===== src/rtl/hz_quad_router_if.sv =====
// Bundled quad-in, HZ query/verdict and two-path output signals of hz_quad_router.
// master = the router side, slave = the quad source / HZ unit / downstream consumers.
interface hz_quad_router_if #(
  parameter int ADDR_WIDTH = 10,
  parameter int DEPTH_W    = 16,
  parameter int PAYLOAD_W  = 32,
  parameter int CNT_W      = 32
);
  logic                  in_valid;
  logic                  in_ready;
  logic [ADDR_WIDTH-1:0] in_tile;
  logic [DEPTH_W-1:0]    in_zmin;
  logic [PAYLOAD_W-1:0]  in_payload;
  logic                  hz_query_valid;
  logic [ADDR_WIDTH-1:0] hz_tile_addr;
  logic [DEPTH_W-1:0]    hz_in_depth;
  logic [1:0]            hz_verdict;
  logic                  hz_verdict_valid;
  logic                  fast_valid;
  logic                  fast_ready;
  logic [PAYLOAD_W-1:0]  fast_payload;
  logic                  ez_valid;
  logic                  ez_ready;
  logic [PAYLOAD_W-1:0]  ez_payload;
  logic [CNT_W-1:0]      cnt_reject;
  logic [CNT_W-1:0]      cnt_pass;
  logic [CNT_W-1:0]      cnt_unknown;
  logic                  verdict_err;

  modport master (
    input  in_valid, in_tile, in_zmin, in_payload, hz_verdict, hz_verdict_valid,
           fast_ready, ez_ready,
    output in_ready, hz_query_valid, hz_tile_addr, hz_in_depth, fast_valid, fast_payload,
           ez_valid, ez_payload, cnt_reject, cnt_pass, cnt_unknown, verdict_err
  );

  modport slave (
    output in_valid, in_tile, in_zmin, in_payload, hz_verdict, hz_verdict_valid,
           fast_ready, ez_ready,
    input  in_ready, hz_query_valid, hz_tile_addr, hz_in_depth, fast_valid, fast_payload,
           ez_valid, ez_payload, cnt_reject, cnt_pass, cnt_unknown, verdict_err
  );
endinterface


===== src/rtl/hz_quad_router.sv =====
// Issues one HZ query per accepted quad, parks quads in an in-order pending FIFO and
// routes each by its verdict: reject drops, pass goes to the fast path, unknown to early-Z.
module hz_quad_router #(
  parameter int ADDR_WIDTH = 10,
  parameter int DEPTH_W    = 16,
  parameter int PAYLOAD_W  = 32,
  parameter int FIFO_DEPTH = 8,
  parameter int CNT_W      = 32
) (
  input  logic                 clk,
  input  logic                 rst,
  hz_quad_router_if.master     bus
);
  localparam int AW = $clog2(FIFO_DEPTH);
  localparam logic [AW:0]    PTR_ONE = (AW+1)'(1);
  localparam logic [CNT_W-1:0] CNT_ONE = CNT_W'(1);

  // Three wrap-bit pointers: wr (next free), rs (oldest unresolved), rd (head).
  logic [AW:0] wr, rs, rd;
  logic [PAYLOAD_W-1:0] pay_mem [FIFO_DEPTH];
  logic [1:0]           cls_mem [FIFO_DEPTH];

  logic                  q_valid;
  logic [ADDR_WIDTH-1:0] q_tile;
  logic [DEPTH_W-1:0]    q_depth;
  logic [CNT_W-1:0]      c_rej, c_pas, c_unk;
  logic                  err;

  logic       full, accept, outstanding, vld, head_rdy, pop;
  logic [1:0] vcls, head_cls;

  assign full        = (wr[AW] != rd[AW]) && (wr[AW-1:0] == rd[AW-1:0]);
  assign accept      = bus.in_valid && !full;
  assign outstanding = (rs != wr);
  assign vld         = bus.hz_verdict_valid && outstanding;
  assign vcls        = (bus.hz_verdict == 2'b11) ? 2'b10 : bus.hz_verdict;
  assign head_rdy    = (rd != rs);
  assign head_cls    = cls_mem[rd[AW-1:0]];

  assign bus.in_ready       = !full;
  assign bus.hz_query_valid = q_valid;
  assign bus.hz_tile_addr   = q_tile;
  assign bus.hz_in_depth    = q_depth;
  assign bus.fast_valid     = head_rdy && (head_cls == 2'b01);
  assign bus.ez_valid       = head_rdy && (head_cls == 2'b10);
  assign bus.fast_payload   = pay_mem[rd[AW-1:0]];
  assign bus.ez_payload     = pay_mem[rd[AW-1:0]];
  assign bus.cnt_reject     = c_rej;
  assign bus.cnt_pass       = c_pas;
  assign bus.cnt_unknown    = c_unk;
  assign bus.verdict_err    = err;

  // Rejected heads leave without a handshake so they never stall the queue.
  assign pop = head_rdy && ((head_cls == 2'b00) ||
                            (bus.fast_valid && bus.fast_ready) ||
                            (bus.ez_valid && bus.ez_ready));

  always_ff @(posedge clk) begin
    if (accept) pay_mem[wr[AW-1:0]] <= bus.in_payload;
    if (vld)    cls_mem[rs[AW-1:0]] <= vcls;
  end

  always_ff @(posedge clk or posedge rst) begin
    if (rst) begin
      wr      <= '0;
      rs      <= '0;
      rd      <= '0;
      q_valid <= 1'b0;
      q_tile  <= '0;
      q_depth <= '0;
      c_rej   <= '0;
      c_pas   <= '0;
      c_unk   <= '0;
      err     <= 1'b0;
    end else begin
      q_valid <= accept;
      if (accept) begin
        wr      <= wr + PTR_ONE;
        q_tile  <= bus.in_tile;
        q_depth <= bus.in_zmin;
      end
      if (vld) begin
        rs <= rs + PTR_ONE;
        unique case (vcls)
          2'b00:   c_rej <= c_rej + CNT_ONE;
          2'b01:   c_pas <= c_pas + CNT_ONE;
          default: c_unk <= c_unk + CNT_ONE;
        endcase
      end
      // Illegal code or a verdict with nothing in flight both flag a protocol error.
      if (bus.hz_verdict_valid && (!outstanding || bus.hz_verdict == 2'b11))
        err <= 1'b1;
      if (pop) rd <= rd + PTR_ONE;
    end
  end
endmodule

===== src/flat_wrapper.sv =====
// flat-port wrapper written by rule: the top's interface ports become plain ports
module hz_quad_router_flat 
#(
  parameter int ADDR_WIDTH = 10,
  parameter int DEPTH_W    = 16,
  parameter int PAYLOAD_W  = 32,
  parameter int FIFO_DEPTH = 8,
  parameter int CNT_W      = 32
)
  (clk, rst, bus_in_valid, bus_in_tile, bus_in_zmin, bus_in_payload, bus_hz_verdict, bus_hz_verdict_valid, bus_fast_ready, bus_ez_ready, bus_in_ready, bus_hz_query_valid, bus_hz_tile_addr, bus_hz_in_depth, bus_fast_valid, bus_fast_payload, bus_ez_valid, bus_ez_payload, bus_cnt_reject, bus_cnt_pass, bus_cnt_unknown, bus_verdict_err);
  hz_quad_router_if #(.ADDR_WIDTH(ADDR_WIDTH), .DEPTH_W(DEPTH_W), .PAYLOAD_W(PAYLOAD_W), .CNT_W(CNT_W)) bus_i ();
  input  logic clk;
  input  logic rst;
  input wire logic [$bits(bus_i.in_valid)-1:0] bus_in_valid;
  input wire logic [$bits(bus_i.in_tile)-1:0] bus_in_tile;
  input wire logic [$bits(bus_i.in_zmin)-1:0] bus_in_zmin;
  input wire logic [$bits(bus_i.in_payload)-1:0] bus_in_payload;
  input wire logic [$bits(bus_i.hz_verdict)-1:0] bus_hz_verdict;
  input wire logic [$bits(bus_i.hz_verdict_valid)-1:0] bus_hz_verdict_valid;
  input wire logic [$bits(bus_i.fast_ready)-1:0] bus_fast_ready;
  input wire logic [$bits(bus_i.ez_ready)-1:0] bus_ez_ready;
  output wire logic [$bits(bus_i.in_ready)-1:0] bus_in_ready;
  output wire logic [$bits(bus_i.hz_query_valid)-1:0] bus_hz_query_valid;
  output wire logic [$bits(bus_i.hz_tile_addr)-1:0] bus_hz_tile_addr;
  output wire logic [$bits(bus_i.hz_in_depth)-1:0] bus_hz_in_depth;
  output wire logic [$bits(bus_i.fast_valid)-1:0] bus_fast_valid;
  output wire logic [$bits(bus_i.fast_payload)-1:0] bus_fast_payload;
  output wire logic [$bits(bus_i.ez_valid)-1:0] bus_ez_valid;
  output wire logic [$bits(bus_i.ez_payload)-1:0] bus_ez_payload;
  output wire logic [$bits(bus_i.cnt_reject)-1:0] bus_cnt_reject;
  output wire logic [$bits(bus_i.cnt_pass)-1:0] bus_cnt_pass;
  output wire logic [$bits(bus_i.cnt_unknown)-1:0] bus_cnt_unknown;
  output wire logic [$bits(bus_i.verdict_err)-1:0] bus_verdict_err;
  assign bus_i.in_valid = bus_in_valid;
  assign bus_i.in_tile = bus_in_tile;
  assign bus_i.in_zmin = bus_in_zmin;
  assign bus_i.in_payload = bus_in_payload;
  assign bus_i.hz_verdict = bus_hz_verdict;
  assign bus_i.hz_verdict_valid = bus_hz_verdict_valid;
  assign bus_i.fast_ready = bus_fast_ready;
  assign bus_i.ez_ready = bus_ez_ready;
  assign bus_in_ready = bus_i.in_ready;
  assign bus_hz_query_valid = bus_i.hz_query_valid;
  assign bus_hz_tile_addr = bus_i.hz_tile_addr;
  assign bus_hz_in_depth = bus_i.hz_in_depth;
  assign bus_fast_valid = bus_i.fast_valid;
  assign bus_fast_payload = bus_i.fast_payload;
  assign bus_ez_valid = bus_i.ez_valid;
  assign bus_ez_payload = bus_i.ez_payload;
  assign bus_cnt_reject = bus_i.cnt_reject;
  assign bus_cnt_pass = bus_i.cnt_pass;
  assign bus_cnt_unknown = bus_i.cnt_unknown;
  assign bus_verdict_err = bus_i.verdict_err;
  hz_quad_router #(.ADDR_WIDTH(ADDR_WIDTH), .DEPTH_W(DEPTH_W), .PAYLOAD_W(PAYLOAD_W), .FIFO_DEPTH(FIFO_DEPTH), .CNT_W(CNT_W)) u_core (.clk(clk), .rst(rst), .bus(bus_i));
endmodule

===== config.mk =====
export PLATFORM = sky130hd
export DESIGN_NAME = hz_quad_router_flat
export DESIGN_NICKNAME = d
export VERILOG_FILES = /design/src/rtl/hz_quad_router_if.sv /design/src/rtl/hz_quad_router.sv /design/src/flat_wrapper.sv
export SDC_FILE = /design/constraint.sdc
export NUM_CORES = 1
export LEC_CHECK = 0
export ABC_AREA = 1
export BUFFER_PORTS_ARGS = -buffer_cell sky130_fd_sc_hd__buf_2
export CORE_ASPECT_RATIO = 1.5
export CORE_MARGIN = 2
export CORE_UTILIZATION = 50
export DETAILED_ROUTE_END_ITERATION = 10
export PLACE_DENSITY = 0.71
export RECOVER_POWER = 100
export REMOVE_ABC_BUFFERS = 1
export SKIP_CTS_REPAIR_TIMING = 1
export SYNTH_ARGS = -nofsm -noshare
export SYNTH_HDL_FRONTEND = slang
export SYNTH_SLANG_ARGS = --single-unit

===== constraint.sdc =====
create_clock -name clk -period 7.4 [get_ports clk]
set_input_delay 0.74 -clock clk [delete_from_list [all_inputs] [get_ports clk]]
set_output_delay 0.74 -clock clk [all_outputs]
set_load 0.02 [all_outputs]

==> results_dict.tcl <==
set metrics [dict create \
    status "complete, but fails checks" \
    violations "max-capacitance violations, max-slew violations" \
    ys_seq_elements 408 \
    wl_per_cell_um 17.11 \
    rsz0062_at_grt "false" \
    row_count 86 \
    root_buffer "clkbuf_16" \
    reg2reg_from "u_core.rd[0]" \
    timing.reg2reg.setup_slack_ns 2.12 \
    hold_path_class "primary input to flop" \
    cp_slowest_stage_delay_ns 1.71 \
    slowest_stage "dfrtp_1" \
    fin_skew_ns 0.02396 \
    worst_setup_path_end_kind "flop" \
    path_delay_family "flip-flops" \
    yosysUniqueCellTypes 31 \
    ys.flop_type "edfxtp_1" \
    syn_avg_cell_area_sq_um 9.784 \
    startpoint_type "flop" \
    dieArea_sq_um 38530 \
    core_sq_um 36590 \
    synthTopCellsByArea "edfxtp_1, dfrtp_1, nand2_1, nor2_1, o21ai_0" \
    clk_path_buf_depth 3 \
    cts_tree "built" \
    report.final.slew_viol_count 305 \
    routabilityCongestion 0.9331 \
    p_leak_nw 7.954 \
    vias 13770 \
    setup_ws_ns 2.122 \
    area_growth_pct 12.54 \
    finalSetupViolCount 0 \
    routed_wl_um 44530 \
    r2r-end "u_core.pay_mem[7][5]" \
    cap_violations 7 \
    hold_viol 0 \
    required_ns 7.52 \
    portBuffers 256 \
    finalCritPeriodShare_pct 71.32 \
    cts.sinks 408 \
    worstRegToRegCells 6 \
    worst_pin_slew_ns 3.006 \
    worst_ir_drop_vdd_uv 195.7 \
    whs_endpoint "u_core.bus.hz_tile_addr[5]" \
    yosysTopAreaCell "edfxtp_1" \
    drc 0 \
    fmax_ghz 0.1895 \
    dieWidth_um 160.9 \
    hpwlAfterDp_um 28700 \
    drive_gt1_share_pct 5.430 \
    synth_edf_count 272 \
    clk_latency_ns 0.55 \
    max-slew-margin-rel_pct -101.5 \
    initial_utilization_pct 50.49 \
    whs_ns 0.3861 \
    die_h_um 239.4 \
    grt_pass1_vias 13210 \
    drtIter0Drc 761 \
    grt_first_pass_wirelength_um 68800 \
    p_per_area_nw_per_um2 375.3 \
    synth_warnings 0 \
    arrival_ns 5.40 \
    drtPass1Iterations 5 \
    ys_seq_area_share_pct 62.64 \
    grt_max_degree 128 \
    nets 2159 \
    synth.top_cells.by_count "nand2_1, nor2_1, edfxtp_1" \
    grt_overflow 0 \
    setup_tns_ns 0 \
    yosysTopAreaCellShare_pct 44.22 \
    path_clk_slew_ns 0.07 \
    critPathKind "flop to flop" \
    crit_fanout 62 \
    worstPathBufferInverterCount 2 \
    power.total_w 0.007801 \
    worstPathCellList "xnor2_1 -> nand4_1 -> nand2_1 -> buf_4 -> nor2_1 -> clkbuf_1" \
    h-tree-depth 2 \
    synth_area_sq_um 18470 \
    cts_buffers 39 \
    track_usage_pct 22.63 \
    antenna_found_initial 2 \
    io_pins 257 \
    worstHoldStart "bus_in_tile[5]" \
    post-place-ws_ns 3.311 \
    async_reset_ff_share_pct 33.33 \
    finish.utilization_pct 56.82 \
    vias_per_cell 5.290 \
    post-route-min-period_ns 5.278 \
    hold_depth 3 \
    synth.most_common_cell "nand2_1" \
    ant_nets 0 \
    netlist_instances 1888 \
]
-- final cells by class --
type                            count  area (sq um)
Timing Repair Buffer              267          1075
Clock buffer                       50          1069
Clock inverter                     22         209.0
Antenna cell                        1         2.502
Multi-Input combinational cell   1286          5932
Fill cell                        3317         15800
Inverter                           85         324.1
Sequential cell                   408         11570
Tap cell                          484         605.6
-- routing by layer --
layer  vias up  global-route usage (%)  part of all wire [%]
li1       6672                       -                     -
met1      6591                   26.57                    39
met2       401                   40.94                    52
met3       105                   3.463                   5.0
met4         2                   9.984                   3.9
met5         -                       0                 0.016
-- how the worst max path moves through the flow --
stage	from	endpoint	slack, ns	cells after the start
3_5_place_dp	u_core.rd[0]	u_core.pay_mem[5][5]	3.31	7
3_3_place_gp	u_core.rd[0]	u_core.pay_mem[5][5]	3.40	7
4_1_cts	u_core.rd[0]	bus_ez_payload[12]	2.99	7
2_1_floorplan	u_core.rd[0]	u_core.pay_mem[6][0]	1.05	5
6_report	u_core.rd[0]	u_core.pay_mem[7][5]	2.12	6
5_1_grt	u_core.rd[0]	u_core.pay_mem[7][22]	1.62	6
-- cells in the final DEF (no fill, tap or decap), drive strengths merged --
master	synthesis	layout
nand3b	13	13
nor3	47	47
nand4	16	16
o21ai	164	164
clkbuf	37	276
nand3	40	40
bufinv	0	3
nand2	502	502
clkinv	0	15
a221oi	1	1
a31oi	32	32
o211ai	1	1
nor2	342	342
diode	0	1
a21o	1	1
dfrtp	136	136
o22ai	32	32
or2	2	2
edfxtp	272	272
ha	6	6
nor3b	1	1
inv	85	83
xor2	56	56
xnor2	30	30
buf	72	41
clkinvlp	0	6
-- state kept, by name, indices dropped and copies added (netlist names) --
signal,flops
u_core.bus.cnt_pass,32
u_core.bus.cnt_reject,32
u_core.bus.cnt_unknown,32
u_core.bus.hz_in_depth,16
u_core.bus.hz_query_valid,1
u_core.bus.hz_tile_addr,10
u_core.bus.verdict_err,1
u_core.cls_mem,16
u_core.pay_mem,256
u_core.rd,4
u_core.rs,4
u_core.wr,4
-- power breakdown --
part / switching, W / internal (W)
sequential: 0.000266 / 0.00284
clock: 0.000852 / 0.00114
combinational: 0.00201 / 0.000699
-- cells by family (layout without fill, tap and decap cells) --
| family | after synthesis | in the layout | share of synthesized area (%) |
|---|---|---|---|
| other | 0 | 1 | 0 |
| adder cells (fa/ha/maj) | 6 | 6 | 0.4064 |
| flip-flops | 408 | 408 | 62.64 |
| AND/OR/NAND/NOR | 963 | 963 | 20.95 |
| XOR/XNOR | 86 | 86 | 4.078 |
| buffers and inverters | 194 | 424 | 5.182 |
| AO/OA/AOI/OAI | 231 | 231 | 6.740 |
-- per-stage QoR --
stage,std cells,area [sq um]
6_report,2603,20790
2_1_floorplan,1779,17840
3_3_place_gp,2530,19880
5_1_grt,2603,20790
4_1_cts,2602,21150
3_5_place_dp,2530,19880
-- worst reg2reg max path: cells and delay by family, from the launching register on --
family | cells | cell delay (ns)
AND/OR/NAND/NOR | 3 | 1.32
flip-flops | 1 | 1.71
XOR/XNOR | 1 | 0.19
buffers and inverters | 2 | 1.64
No activity file was read; power rests on OpenSTA's default activity.
